File: config.mk
export PLATFORM = sky130hd
export DESIGN_NAME = traffic_generator_burst_scheduler
export DESIGN_NICKNAME = d
export VERILOG_FILES = /design/src/rtl/traffic_generator_burst_scheduler.sv
export SDC_FILE = /design/constraint.sdc
export NUM_CORES = 1
export LEC_CHECK = 0
export CAP_MARGIN = 20
export CORE_UTILIZATION = 45
export CTS_CLUSTER_SIZE = 12
export DETAILED_ROUTE_END_ITERATION = 8
export PLACE_DENSITY = 0.67
export SLEW_MARGIN = 15
export SYNTH_ARGS = -nofsm -noshare
export SYNTH_HDL_FRONTEND = slang
export SYNTH_SLANG_ARGS = --single-unit
File: constraint.sdc
create_clock -name clk -period 10.6 [get_ports clk]
set_clock_uncertainty 0.2 [all_clocks]
set_input_delay 1.06 -clock clk [delete_from_list [all_inputs] [get_ports clk]]
set_output_delay 1.06 -clock clk [all_outputs]
set_load 0.02 [all_outputs]
File: src/rtl/traffic_generator_burst_scheduler.sv
// Frame launch pacer for the GMII traffic generator: turns burst, gap and total-frame
// settings into a per-frame request/acknowledge handshake and keeps frame/burst counts.
module traffic_generator_burst_scheduler #(
  parameter int unsigned C_CNT_WIDTH = 32
) (
  input  logic                   clk,
  input  logic                   resetn,
  input  logic                   enable,
  input  logic [C_CNT_WIDTH-1:0] frames_per_burst,
  input  logic [C_CNT_WIDTH-1:0] interburst_gap,
  input  logic [C_CNT_WIDTH-1:0] total_frames,
  output logic                   frame_req,
  input  logic                   frame_ack,
  input  logic                   frame_done,
  output logic                   busy,
  output logic                   done,
  output logic [C_CNT_WIDTH-1:0] frames_sent,
  output logic [C_CNT_WIDTH-1:0] bursts_sent
);

  typedef enum logic [2:0] {
    S_IDLE,
    S_REQ,
    S_WAIT_DONE,
    S_BURST_GAP,
    S_FINISHED
  } state_t;

  localparam logic [C_CNT_WIDTH-1:0] ONE = C_CNT_WIDTH'(1);

  state_t                 state_q, state_d;
  logic [C_CNT_WIDTH-1:0] fpb_q, fpb_d;
  logic [C_CNT_WIDTH-1:0] gap_q, gap_d;
  logic [C_CNT_WIDTH-1:0] total_q, total_d;
  logic [C_CNT_WIDTH-1:0] frames_q, frames_d;
  logic [C_CNT_WIDTH-1:0] bursts_q, bursts_d;
  logic [C_CNT_WIDTH-1:0] burst_cnt_q, burst_cnt_d;
  logic [C_CNT_WIDTH-1:0] gap_cnt_q, gap_cnt_d;
  logic                   req_q, req_d;
  logic                   busy_q, busy_d;
  logic                   done_q, done_d;

  logic [C_CNT_WIDTH-1:0] frames_inc;
  logic [C_CNT_WIDTH-1:0] burst_inc;
  logic                   burst_hit;
  logic                   total_hit;

  assign frames_inc = frames_q + ONE;
  assign burst_inc  = burst_cnt_q + ONE;
  assign burst_hit  = (fpb_q != '0) && (burst_inc == fpb_q);
  assign total_hit  = (total_q != '0) && (frames_inc == total_q);

  always_comb begin
    state_d     = state_q;
    fpb_d       = fpb_q;
    gap_d       = gap_q;
    total_d     = total_q;
    frames_d    = frames_q;
    bursts_d    = bursts_q;
    burst_cnt_d = burst_cnt_q;
    gap_cnt_d   = gap_cnt_q;

    case (state_q)
      S_IDLE: begin
        if (enable) begin
          fpb_d       = frames_per_burst;
          gap_d       = interburst_gap;
          total_d     = total_frames;
          frames_d    = '0;
          bursts_d    = '0;
          burst_cnt_d = '0;
          state_d     = S_REQ;
        end
      end
      S_REQ: begin
        if (frame_ack)   state_d = S_WAIT_DONE;
        else if (!enable) state_d = S_IDLE;
      end
      S_WAIT_DONE: begin
        if (frame_done) begin
          frames_d    = frames_inc;
          burst_cnt_d = burst_inc;
          // Completion wins over enable drop; a burst closing on the last frame still counts.
          if (total_hit) begin
            if (burst_hit) begin
              bursts_d    = bursts_q + ONE;
              burst_cnt_d = '0;
            end
            state_d = S_FINISHED;
          end else if (!enable) begin
            state_d = S_IDLE;
          end else if (burst_hit) begin
            bursts_d    = bursts_q + ONE;
            burst_cnt_d = '0;
            if (gap_q == '0) begin
              state_d = S_REQ;
            end else begin
              gap_cnt_d = gap_q;
              state_d   = S_BURST_GAP;
            end
          end else begin
            state_d = S_REQ;
          end
        end
      end
      S_BURST_GAP: begin
        gap_cnt_d = gap_cnt_q - ONE;
        if (!enable)              state_d = S_IDLE;
        else if (gap_cnt_q == ONE) state_d = S_REQ;
      end
      S_FINISHED: begin
        if (!enable) state_d = S_IDLE;
      end
      default: state_d = S_IDLE;
    endcase

    req_d  = (state_d == S_REQ);
    busy_d = (state_d == S_REQ) || (state_d == S_WAIT_DONE) || (state_d == S_BURST_GAP);
    done_d = (state_d == S_FINISHED);
  end

  always_ff @(posedge clk or negedge resetn) begin
    if (!resetn) begin
      state_q     <= S_IDLE;
      fpb_q       <= '0;
      gap_q       <= '0;
      total_q     <= '0;
      frames_q    <= '0;
      bursts_q    <= '0;
      burst_cnt_q <= '0;
      gap_cnt_q   <= '0;
      req_q       <= 1'b0;
      busy_q      <= 1'b0;
      done_q      <= 1'b0;
    end else begin
      state_q     <= state_d;
      fpb_q       <= fpb_d;
      gap_q       <= gap_d;
      total_q     <= total_d;
      frames_q    <= frames_d;
      bursts_q    <= bursts_d;
      burst_cnt_q <= burst_cnt_d;
      gap_cnt_q   <= gap_cnt_d;
      req_q       <= req_d;
      busy_q      <= busy_d;
      done_q      <= done_d;
    end
  end

  assign frame_req   = req_q;
  assign busy        = busy_q;
  assign done        = done_q;
  assign frames_sent = frames_q;
  assign bursts_sent = bursts_q;

endmodule

; Yosys cells after proc, flatten, opt, wreduce, memory -nomap -nowiden
; Cells that the tools add are included.
[word_totals]
regBits = 230
in_bits = 101
output_inout_bits = 67
wordCells = 77
[classes]
addsub = 4
n_eq_ne = 18
mux = 30
reduce_logical = 14
[ops]
columns = op, count
row1 = 32-bit 2-to-1 mux, 15
row2 = 32-bit one-hot mux with 2 select lines, 4
row3 = 32-bit by 1-bit adder with 32-bit output (second input constant), 3
row4 = 32-bit == test, 2
row5 = 32-bit nonzero test, 2
row6 = 32-bit by 1-bit == test with 1-bit output (second input constant), 1
row7 = 32-bit logical NOT, 1
row8 = 32-bit by 1-bit subtractor with 32-bit output (second input constant), 1
row9 = 3-bit 2-to-1 mux, 9
row10 = 3-bit one-hot mux with 5 select lines, 1
row11 = 3-bit by 2-bit == test with 1-bit output (second input constant), 4
row12 = 2-bit inequality test (second input constant), 6
row13 = 3-bit by 1-bit == test with 1-bit output (second input constant), 2
row14 = 3-bit == test (second input constant), 2
row15 = 6-bit AND reduction, 1
row16 = 4-bit AND reduction, 1
row17 = 2-bit nonzero test, 2
row18 = 3-bit logical NOT, 1
row19 = 3-bit inequality test (second input constant), 1
row20 = 3-bit AND reduction, 1
row21 = 1-bit logical AND, 2
row22 = 1-bit logical OR, 2
row23 = 2-bit 2-to-1 mux, 1
row24 = 2-bit AND reduction, 1

; Depth between registers and ports, before layout
; Gate-level depths: netlist of the first run.
[logic_depth]
word_depth = 11
ltp_mapped = 16
ltp_nobuf = 11

; Worst setup path after synthesis of the first run
; No wires, ideal clock.
[synth_timing]
path_type = flip-flop to flip-flop
from = register frames_q[0] (netlist: frames_sent[0])
to = register bursts_q[25] (netlist: bursts_sent[25])
setup_time_ns = 0.135
arrival_time_ns = 3.696
t_required_ns = 10.265
path_slack_ns = 6.569
path_stages_with_launch = 15
n_path_buf = 3
synth_period_minus_slack_ns = 4.031
path_cell_list = dfrtp_1 ha_1 nand3_1 or3_1 or4b_1 a21oi_1 nand3_1 or4_1 o21bai_1 nand3_1 clkbuf_1 clkbuf_1 clkbuf_1 o211ai_1 o21ai_0
[synth_via]
elab_chain_cells = 6
word_cells_on_any_way = 8
cone_classes = add/sub (1) / eq/ne (2) / mux (3) / reduce/logical (2)
[synth_rtl]
columns = item, line_no
row1 = from (decl), 35  ; logic [C_CNT_WIDTH-1:0] frames_q, frames_d;
row2 = from (signal assigned), 140  ; frames_q <= frames_d;
row3 = 32-bit by 1-bit adder with 32-bit output (*), 48  ; assign frames_inc = frames_q + ONE;
row4 = 32-bit == test (*), 51  ; assign total_hit = (total_q != '0) && (frames_inc == total_q);
row5 = 1-bit logical AND (*), 51
row6 = 32-bit 2-to-1 mux, 84  ; if (total_hit) begin
row7 = 32-bit 2-to-1 mux, 80  ; if (frame_done) begin
row8 = 32-bit one-hot mux with 2 select lines, 63  ; case (state_q)
row9 = to (signal assigned), 141  ; bursts_q <= bursts_d;
row10 = to (decl), 36  ; logic [C_CNT_WIDTH-1:0] bursts_q, bursts_d;
; Mark *: on every way between the ends. The rest lies on a longest branch, timed or not. The select of a mux whose other input is x is not followed.
; A chain may end at the register's enable or synchronous reset.

; Worst setup path in the final report of the first run
[layout_timing]
from = register burst_cnt_q[0]
to = register gap_cnt_q[9]
[layout_via]
elab_chain_cells = 5
[layout_rtl]
columns = item, line_no
row1 = from (decl), 37  ; logic [C_CNT_WIDTH-1:0] burst_cnt_q, burst_cnt_d;
row2 = from (signal assigned), 142  ; burst_cnt_q <= burst_cnt_d;
row3 = 32-bit by 1-bit adder with 32-bit output, 49  ; assign burst_inc = burst_cnt_q + ONE;
row4 = 32-bit == test, 50  ; assign burst_hit = (fpb_q != '0) && (burst_inc == fpb_q);
row5 = 1-bit logical AND, 50
row6 = 2-bit inequality test (no source line), -
row7 = 6-bit AND reduction (no source line), -
row8 = to (signal assigned), 143  ; gap_cnt_q <= gap_cnt_d;
row9 = to (decl), 38  ; logic [C_CNT_WIDTH-1:0] gap_cnt_q, gap_cnt_d;
; Every way passes these cells.

==> results.py, run 1 <==
metrics = {
    "global_routing": {
        "overflow": 0,
        "grt_use_total_pct": 25.1,
        "grt_pass1_vias": 11912,
        "grt_start_max_net_pins": 98,
        "antenna_found_initial": 1,
        "grt_pass1_wl_um": 62800,
    },
    "layout": {
        "syn2layout_area_growth_pct": 20.2,
        "design_area_um2": 16100,
        "fin_nets": 1839,
        "stdcell_count": 2135,
        "drive_gt1_share_pct": 4.45,
        "postLayoutCoreUtil_pct": 55.6,
        "antennaDiodeCount": 0,
        "n_fill_cell": 2704,
    },
    "setup_path": {
        "cp-end-kind": "flip-flop",
        "startpoint_type": "flip-flop",
        "worst-path-buf-inv": 1,
        "reg2reg_slack_ns": 5.61,
        "required_ns": 10.86,
        "slowest_stage": "or4_1",
        "crit_family": "simple AND/OR/NAND/NOR gates",
        "slowest_delay_ns": 0.59,
        "crit_chain": "ha_1, nand3_2, or3_1, or4_1, xnor2_1, nand2_1, nor4b_1, and4_1, or4b_1, buf_4, mux2_1, a21oi_1",
        "critPathMaxFanout": 52,
        "arrival_ns": 5.25,
        "critical_path_class": "flip-flop to flip-flop",
    },
    "floorplanning": {
        "die_w_um": 175,
        "die_h_um": 175,
        "ioPinCount": 168,
        "start_util_pct": 46.3,
        "die_area_um2": 30500,
        "core_area_um2": 29000,
        "num_rows": 62,
    },
    "synthesis": {
        "netlist_area_um2": 13400,
        "synth_top_flop_cell": "dfrtp_1",
        "syn_area_per_cell_um2": 8.25,
        "yosysWarnings": 0,
        "synth_edf_count": 0,
        "ys_ff_latch": 230,
        "yosysTopAreaCellShare_pct": 42.9,
        "syn_nets": 1734,
        "synthTopCellsByArea": "dfrtp_1 (43%), nand2_1 (11%), xnor2_1 (4.2%), o21ai_0 (3.4%), nand3_1 (2.9%)",
        "synth_cell_type_count": 69,
        "synth_cells": 1628,
        "synthArstFlopShare_pct": 100,
        "synth_area_leader_cell": "dfrtp_1",
        "synth_seq_area_share_pct": 42.9,
    },
    "status": {
        "status": "complete, no violations",
    },
    "clock_tree": {
        "cts_resized": 0,
        "clk_latency_ns": 0.54,
        "cts_hold_buf": 0,
        "cts_setup_buffers": 0,
        "cts-htree-levels": 1,
        "cts.sinks": 230,
        "clockBufferDepth": 3,
        "clkTransAtPathRegs_ns": 0.06,
        "numCtsBuffers": 27,
        "cts-root-buf": "clkbuf_16",
        "cts_tree": "built",
    },
    "sta": {
        "finalHoldViolCount": 0,
        "worst_slew_pin_slew_ns": 1.05,
        "setup_viol": 0,
        "timing.final.max_slew_violations": 0,
        "period_share_pct": 47.1,
        "rsz0062_at_grt": "false",
        "setup_slack_ns": 5.61,
        "relSlewSlack_pct": 29.6,
        "fmax_ghz": 0.200,
        "final.setup.tns_ns": 0,
        "post-route-min-period_ns": 4.99,
        "whs_ns": 0.268,
    },
    "placement": {
        "placed_cells": 2088,
        "placed_area_um2": 15300,
        "dp_hpwl_um": 26700,
        "finalWeightedCongestion": 0.907,
        "dp_slack_ns": 5.66,
        "port_buffers": 167,
    },
    "min_path": {
        "hp-class": "flip-flop to flip-flop",
    },
    "drt": {
        "drtPass1Iterations": 6,
        "final_antenna_net_count": 0,
        "wl_per_cell_um": 17.8,
        "drt-vias-per-instance": 5.78,
        "drc": 0,
        "dr.first_iter.drc_count": 942,
        "via_count": 12343,
        "routed_wl_um": 38000,
    },
    "run": {
        "maxCapViolations": 0,
    },
    "pwr": {
        "p_leak_nw": 7.00,
        "ir_worst_vdd_uv": 139,
        "finalPower_mw": 3.20,
        "power.density_nw_per_um2": 198,
    },
}
[logic make-up (layout without fill, tap and decap cells)]
logic type                 after synthesis  after routing  synth area share, %
DFF                                    230            230                 42.9
xor gates and xnor gates                97             97                 6.33
and+or+nand+nor                        870            870                 31.1
AOI/OAI and AO/OA                      287            287                 14.2
buffers and inverters                  124            247                 3.83
muxes                                   15             15                 1.18
adders and majority gates                5              5                0.466
[layer usage]
layer / up-vias / wire [um] / global-route usage [%]
li1: 5984 / - / -
met1: 5938 / 18000 / 36.2
met2: 363 / 17000 / 39.8
met3: 56 / 2260 / 3.70
met4: 2 / 816 / 6.01
met5: - / 17 / 0
[report_power, final]
| part | leakage, nW | total (mW) | switching [mW] | internal [mW] |
|---|---|---|---|---|
| Combinational | 3.56 | 0.954 | 0.560 | 0.393 |
| Clock | 0.432 | 0.921 | 0.373 | 0.547 |
| Sequential | 3.01 | 1.33 | 0.249 | 1.08 |
[cells in the mapped netlist, types with 4 or more instances]
cell type / instances
nand2_1: 410
dfrtp_1: 230
nor2_1: 96
o21ai_0: 92
nand3_1: 79
clkbuf_1: 75
xnor2_1: 65
a21oi_1: 57
nor4_1: 45
nand4_1: 42
or3_1: 36
and3_1: 34
xor2_1: 32
nor3_1: 30
inv_1: 21
buf_2: 18
o211a_1: 18
and2_1: 17
and4_1: 15
o31ai_1: 15
a31oi_1: 14
a22o_1: 12
o211ai_1: 11
nor2b_1: 10
o311ai_0: 10
nor4b_1: 9
o41ai_1: 9
or4_1: 9
mux2i_1: 8
nand2b_1: 8
nand3b_1: 7
a211oi_1: 6
a21o_1: 6
a2bb2oi_1: 6
a221o_1: 5
ha_1: 5
nand4b_1: 5
buf_1: 4
mux2_1: 4
[worst paths after layout]
| check | start | endpoint | depth (start not counted) |
|---|---|---|---|
| setup / recovery | burst_cnt_q[0] | gap_cnt_q[9] | 12 |
| hold / removal | gap_cnt_q[21] | gap_cnt_q[21] | 1 |
| setup reg to reg | burst_cnt_q[0] | gap_cnt_q[9] | 12 |
| hold reg to reg | gap_cnt_q[21] | gap_cnt_q[21] | 1 |
| max in group asynchronous | resetn | burst_cnt_q[24] | 2 |
| min in group asynchronous | resetn | gap_q[17] | 1 |
[registers in the layout, summed over array words and instances, names as in the netlist]
name / cells
done: 1
fpb_q: 32
total_q: 32
state_q: 3
burst_cnt_q: 32
bursts_sent: 32
busy: 1
frame_req: 1
frames_sent: 32
gap_q: 32
gap_cnt_q: 32
[worst register-to-register path, stage by stage, from the launching register on]
cell and delay [ns]:
dfrtp_1 0.48, ha_1 0.44, nand3_2 0.24, or3_1 0.56, or4_1 0.59, xnor2_1 0.21, nand2_1 0.07, nor4b_1 0.44
and4_1 0.40, or4b_1 0.46, buf_4 0.31, mux2_1 0.39, a21oi_1 0.12
[placed cells by master (no fill, tap or decap), types with 6 or more instances in the layout]
cell type | netlist | final
nand2_1 | 410 | 409
dfrtp_1 | 230 | 230
clkdlybuf4s50_1 | 0 | 166
nor2_1 | 96 | 95
o21ai_0 | 92 | 92
nand3_1 | 79 | 79
xnor2_1 | 65 | 65
a21oi_1 | 57 | 56
nor4_1 | 45 | 45
nand4_1 | 42 | 42
or3_1 | 36 | 36
and3_1 | 34 | 34
xor2_1 | 32 | 32
nor3_1 | 30 | 30
clkbuf_16 | 0 | 27
inv_1 | 21 | 21
o211a_1 | 18 | 18
and2_1 | 17 | 16
and4_1 | 15 | 15
o31ai_1 | 15 | 15
a31oi_1 | 14 | 14
a22o_1 | 12 | 12
o211ai_1 | 11 | 11
buf_4 | 0 | 11
nor2b_1 | 10 | 10
o311ai_0 | 10 | 10
nor4b_1 | 9 | 9
or4_1 | 9 | 9
o41ai_1 | 9 | 9
nand2b_1 | 8 | 8
mux2i_1 | 8 | 8
nand3b_1 | 7 | 7
clkinv_2 | 0 | 7
a211oi_1 | 6 | 6
a2bb2oi_1 | 6 | 6
a21o_1 | 6 | 6
[area by class of cell]
type,count,area (um^2),share of cell area (%)
clock buffers,35,756,4.68
clock inverters,12,119,0.736
inverters,21,78.8,0.488
multi-input cells,1274,7190,44.5
flip-flops and latches,230,5760,35.7
well taps,384,480,2.98
repair buffers,179,1760,10.9
Note: power is estimated with default switching activity, not from simulation.
==> run 2, diff against run 1 <==
Settings changed: PLACE_DENSITY 0.67 to 0.69.
Clock period 10.6 ns to 4.1 ns, I/O delays scaled along.
==> run 2 against run 1 <==
Against the previous run:
- sequential cell count unchanged
- maximum frequency increased by 25%
- die area is the same
- largest cell class unchanged
- total power rose to 2.6 times the previous value
==> results.py, run 2 (synthesis gave the netlist of run 1 again) <==
metrics = {
    "clock_tree": {
        "cts-root-buf": "clkbuf_16",
        "clockBufferDepth": 3,
        "cts_setup_buffers": 0,
        "numCtsBuffers": 27,
        "cts_tree": "built",
        "clkTransAtPathRegs_ns": 0.06,
        "cts.sinks": 230,
        "cts-htree-levels": 1,
        "clk_latency_ns": 0.54,
    },
    "placement": {
        "finalWeightedCongestion": 0.964,
        "dp_hpwl_um": 27900,
        "dp_slack_ns": -0.0222,
        "port_buffers": 167,
        "placed_cells": 2157,
        "placed_area_um2": 15800,
    },
    "min_path": {
        "hp-class": "primary input to flip-flop",
    },
    "floorplanning": {
        "die_h_um": 175,
        "core_area_um2": 29000,
        "start_util_pct": 46.3,
        "die_area_um2": 30500,
        "num_rows": 62,
        "ioPinCount": 168,
        "die_w_um": 175,
    },
    "setup_path": {
        "startpoint_type": "flip-flop",
        "slowest_delay_ns": 0.51,
        "cpMostUsedCell": "or3_4",
        "crit_chain": "ha_2, nand3_2, or3_4, or3_4, a21o_1, or4_4, nor4_2, and4_1, or4b_4, buf_8, buf_4, mux2i_1, a21oi_1",
        "critical_path_class": "flip-flop to flip-flop",
        "arrival_ns": 4.22,
        "required_ns": 4.32,
        "cp-end-kind": "flip-flop",
        "critPathMaxFanout": 18,
        "slowest_stage": "or4_4",
    },
    "drt": {
        "drt-vias-per-instance": 5.82,
        "drtPass1Iterations": 6,
        "final_antenna_net_count": 0,
        "routed_wl_um": 39400,
        "via_count": 12833,
        "wl_per_cell_um": 17.9,
        "drc": 0,
        "dr.first_iter.drc_count": 1183,
    },
    "sta": {
        "rsz0062_at_grt": "false",
        "fmax_ghz": 0.250,
        "setup_viol": 0,
        "period_share_pct": 97.4,
        "worst_slew_pin_slew_ns": 0.890,
        "timing.final.max_slew_violations": 0,
        "finalHoldViolCount": 0,
        "post-route-min-period_ns": 3.99,
        "setup_slack_ns": 0.107,
        "whs_ns": 0.192,
        "relSlewSlack_pct": 40.7,
    },
    "layout": {
        "antennaDiodeCount": 0,
        "drive_gt1_share_pct": 8.95,
        "stdcell_count": 2205,
        "design_area_um2": 16800,
        "n_fill_cell": 2662,
        "fin_nets": 1909,
        "final_cell_mix": "nand2_1 (409), dfrtp_1 (228), clkdlybuf4s50_1 (166), nor2_1 (94), o21ai_0 (92)",
        "mostFrequentLayoutCell": "nand2_1",
        "syn2layout_area_growth_pct": 25.5,
    },
    "global_routing": {
        "grt_use_total_pct": 25.7,
        "antenna_found_initial": 0,
        "grt_start_max_net_pins": 119,
        "grt_pass1_wl_um": 64100,
        "grt_pass1_vias": 12343,
        "overflow": 0,
    },
    "pwr": {
        "power.density_nw_per_um2": 503,
        "p_leak_nw": 7.41,
        "ir_worst_vdd_uv": 338,
    },
    "run": {
        "maxCapViolations": 0,
    },
    "status": {
        "status": "complete, no violations",
    },
}
-- run 2: changes by cell type in the layout (fill, tap and decap cells not counted), moves of 3 or more --
cell and change:
nor4_1 -3, or3_4 +3, or3_1 -3, buf_4 +63, nor4_2 +3, clkbuf_1 +3
buf_12 +6, a21oi_2 +3
-- run 2: final timing paths --
kind	startpoint	slack (ns)	endpoint	cells past startpoint
max	burst_cnt_q[0]	0.11	gap_cnt_q[18]	13
min	total_frames[1]	0.19	total_q[1]	3
max reg2reg	burst_cnt_q[0]	0.11	gap_cnt_q[18]	13
min reg2reg	gap_cnt_q[5]	0.27	gap_cnt_q[5]	1
max in group asynchronous	resetn	2.35	bursts_sent[11]	3
min in group asynchronous	resetn	0.36	gap_q[30]	2
-- run 2: cell type report --
cell class	count	area, um^2	area share, %
timing repair buffer	249	2380	14.1
tap	384	480	2.85
inverter	21	78.8	0.468
clock inverter	10	133	0.787
clock buffer	37	753	4.47
multi-input combinational	1274	7270	43.1
sequential	230	5760	34.2
-- run 2: critical path: cells and delay by family (launching register included) --
kind                     cells  cell delay (ns)
flip-flops                   1             0.38
multiplexers                 1             0.16
buffers and inverters        2             0.36
AND/OR/NAND/NOR              7             2.33
adder cells (fa/ha/maj)      1             0.21
AO/OA/AOI/OAI                2             0.22
-- run 2: repair_timing --
| action | 4_1_cts | 5_1_grt |
|---|---|---|
| pin swaps | 0 | 2 |
| hold buffers | 1 | 0 |
| hold endpoints to repair | 115 | 0 |
| setup endpoints to repair | 21 | 52 |
| resized for setup | 1 | 21 |
-- run 2: per-stage QoR --
stage          TNS, ns  power, mW  util (%)
3_3_place_gp         0       5.96      54.6
2_1_floorplan        0       5.03         -
6_report             0       8.47      58.1
5_1_grt              0       8.98      58.1
3_5_place_dp    -0.176       6.03      54.6
4_1_cts              0       8.49      57.7
-- run 2: power by group --
part           total, mW  switching, mW  leakage (nW)  internal [mW]
clock network       2.42          0.952         0.439           1.46
registers           3.43          0.643          3.00           2.79
logic               2.62           1.52          3.97           1.10
total               8.47           3.11          7.41           5.36
-- run 2: routing by layer --
layer  global-route usage, %  wire (um)  vias up
li1                        -          -     6130
met2                    41.0      18000      412
met3                    4.44       2800       53
met4                    6.88        775        0
met1                    36.0      17800     6238
met5                       0          0        -
==> run 3, diff against run 2 <==
Settings changed: CAP_MARGIN 20 to 0.
Clock period 4.1 ns to 3.2 ns, I/O delays scaled along.
==> run 3 against run 2 <==
Against the previous run:
- the run now ends with setup timing left
- sequential cell count stayed put
- critical path type unchanged
- highest routed layer is now met5
- critical path depth is 1 lower
- critical endpoint is now gap_cnt_q[20]
- routed wire length is 11% higher
==> results.py, run 3 (synthesis gave the netlist of run 1 again) <==
metrics = {
    "setup_path": {
        "critical_path_class": "flip-flop to flip-flop",
        "worst-path-buf-inv": 1,
        "rr_startpoint": "burst_cnt_q[1]",
        "crit_chain": "ha_4, nand3_4, or3_4, or3_4, a21o_1, or4_4, nor4_4, and4_4, or4b_4, buf_12, mux2_1, a21oi_1",
        "required_ns": 3.47,
        "cp-startpoint": "burst_cnt_q[1]",
        "arrival_ns": 4.19,
        "startpoint_type": "flip-flop",
        "slowest_stage": "or4_4",
        "cp-end-kind": "flip-flop",
        "critPathMaxFanout": 15,
        "slowest_delay_ns": 0.50,
        "cpMostUsedCell": "or3_4",
        "crit_family": "simple AND/OR/NAND/NOR gates",
    },
    "drt": {
        "routed_wl_um": 43600,
        "drtPass1Iterations": 5,
        "dr.first_iter.drc_count": 1034,
        "wl_per_cell_um": 17.8,
        "drc": 0,
        "drt-vias-per-instance": 5.64,
        "via_count": 13830,
        "final_antenna_net_count": 0,
    },
    "layout": {
        "fin_nets": 2157,
        "mostFrequentLayoutCell": "nand2_1",
        "final_cell_mix": "nand2_1 (405), buf_4 (296), dfrtp_1 (225), clkdlybuf4s50_1 (166), nor2_1 (89)",
        "drive_gt1_share_pct": 23.9,
        "postLayoutCoreUtil_pct": 67.0,
        "syn2layout_area_growth_pct": 44.8,
    },
    "run": {
        "maxCapViolations": 0,
    },
    "sta": {
        "setup_viol": 100,
        "timing.final.max_slew_violations": 0,
        "relSlewSlack_pct": 42.8,
        "whs_ns": 0.0974,
        "period_share_pct": 123,
        "rsz0062_at_grt": "true",
        "post-route-min-period_ns": 3.93,
        "worst_slew_pin_slew_ns": 0.857,
        "finalHoldViolCount": 0,
        "fmax_ghz": 0.255,
        "setup_slack_ns": -0.726,
    },
    "clock_tree": {
        "cts-htree-levels": 1,
        "numCtsBuffers": 26,
        "clk_latency_ns": 0.54,
        "cts.sinks": 230,
        "clockBufferDepth": 3,
        "cts_tree": "built",
        "cts-root-buf": "clkbuf_16",
        "clkTransAtPathRegs_ns": 0.06,
    },
    "floorplanning": {
        "core_area_um2": 29000,
        "ioPinCount": 168,
        "die_area_um2": 30500,
        "die_w_um": 175,
        "start_util_pct": 46.3,
        "num_rows": 62,
        "die_h_um": 175,
    },
    "placement": {
        "port_buffers": 167,
        "dp_slack_ns": -0.939,
        "dp_hpwl_um": 30200,
        "finalWeightedCongestion": 0.900,
    },
    "global_routing": {
        "grt_start_max_net_pins": 127,
        "overflow": 0,
        "grt_use_total_pct": 28.6,
        "antenna_found_initial": 2,
        "grt_pass1_vias": 13634,
        "grt_pass1_wl_um": 71000,
    },
    "min_path": {
        "min_from": "frames_per_burst[28]",
        "hp-class": "primary input to flip-flop",
    },
    "pwr": {
        "p_leak_nw": 8.89,
        "ir_worst_vdd_uv": 417,
        "power.density_nw_per_um2": 591,
        "finalPower_mw": 11.5,
    },
    "status": {
        "status": "complete, but fails checks",
        "violations": "setup timing",
    },
}
==> run 3: stage by stage <==
step | area (um^2) | cells | setup TNS (ns)
finish | 19400 | 2452 | -56.12
global route | 19400 | 2451 | -67.02
CTS | 19000 | 2441 | -56.56
detailed placement | 17700 | 2375 | -61.28
global placement | 17700 | 2375 | -51.39
floorplan | 13700 | 1628 | -39.77
==> run 3: tightest hold or removal path, stage by stage <==
cell and delay [ns]:
clkdlybuf4s50_1 0.39, nand2_1 0.05, nand2_1 0.04
==> run 3: cell type report <==
cell class / instances / area, um^2
clock inverter: 6 / 43.8
tap: 384 / 480
fill: 2391 / 9570
clock buffer: 38 / 766
inverter: 21 / 78.8
multi-input combinational: 1274 / 7790
antenna: 1 / 2.50
timing repair buffer: 498 / 4520
sequential: 230 / 5760
==> run 3: final timing paths <==
kind / endpoint / slack (ns) / depth (start not counted)
worst max-delay path: gap_cnt_q[20] / -0.73 / 12
worst min-delay path: fpb_q[28] / 0.1 / 3
worst max register to register: gap_cnt_q[20] / -0.73 / 12
worst min register to register: gap_cnt_q[5] / 0.28 / 1
max in group asynchronous: total_q[4] / 1.87 / 3
min in group asynchronous: burst_cnt_q[12] / 0.14 / 2
==> run 3: timing repair <==
action | in CTS | in global routing
pin swaps | 18 | 53
endpoints found under the setup margin | 102 | 102
buffers inserted | 16 | 8
resized for setup | 63 | 77
gates cloned | 5 | 3
hold buffers | 1 | 0
endpoints found under the hold margin | 60 | 0
==> run 3: report_power, final <==
part	switching [mW]	leakage [nW]	internal, mW
Clock	1.21	0.399	1.64
Sequential	0.719	3.00	3.57
Combinational	2.31	5.49	2.03
==> run 3: layer usage <==
metal / share of wire [%] / vias up / GRT usage, %
met1: 44 / 6719 / 39.2
met5: 0.030 / - / 0
met4: 3.3 / 2 / 9.17
met2: 47 / 411 / 46.6
met3: 5.9 / 89 / 4.00
li1: - / 6609 / -
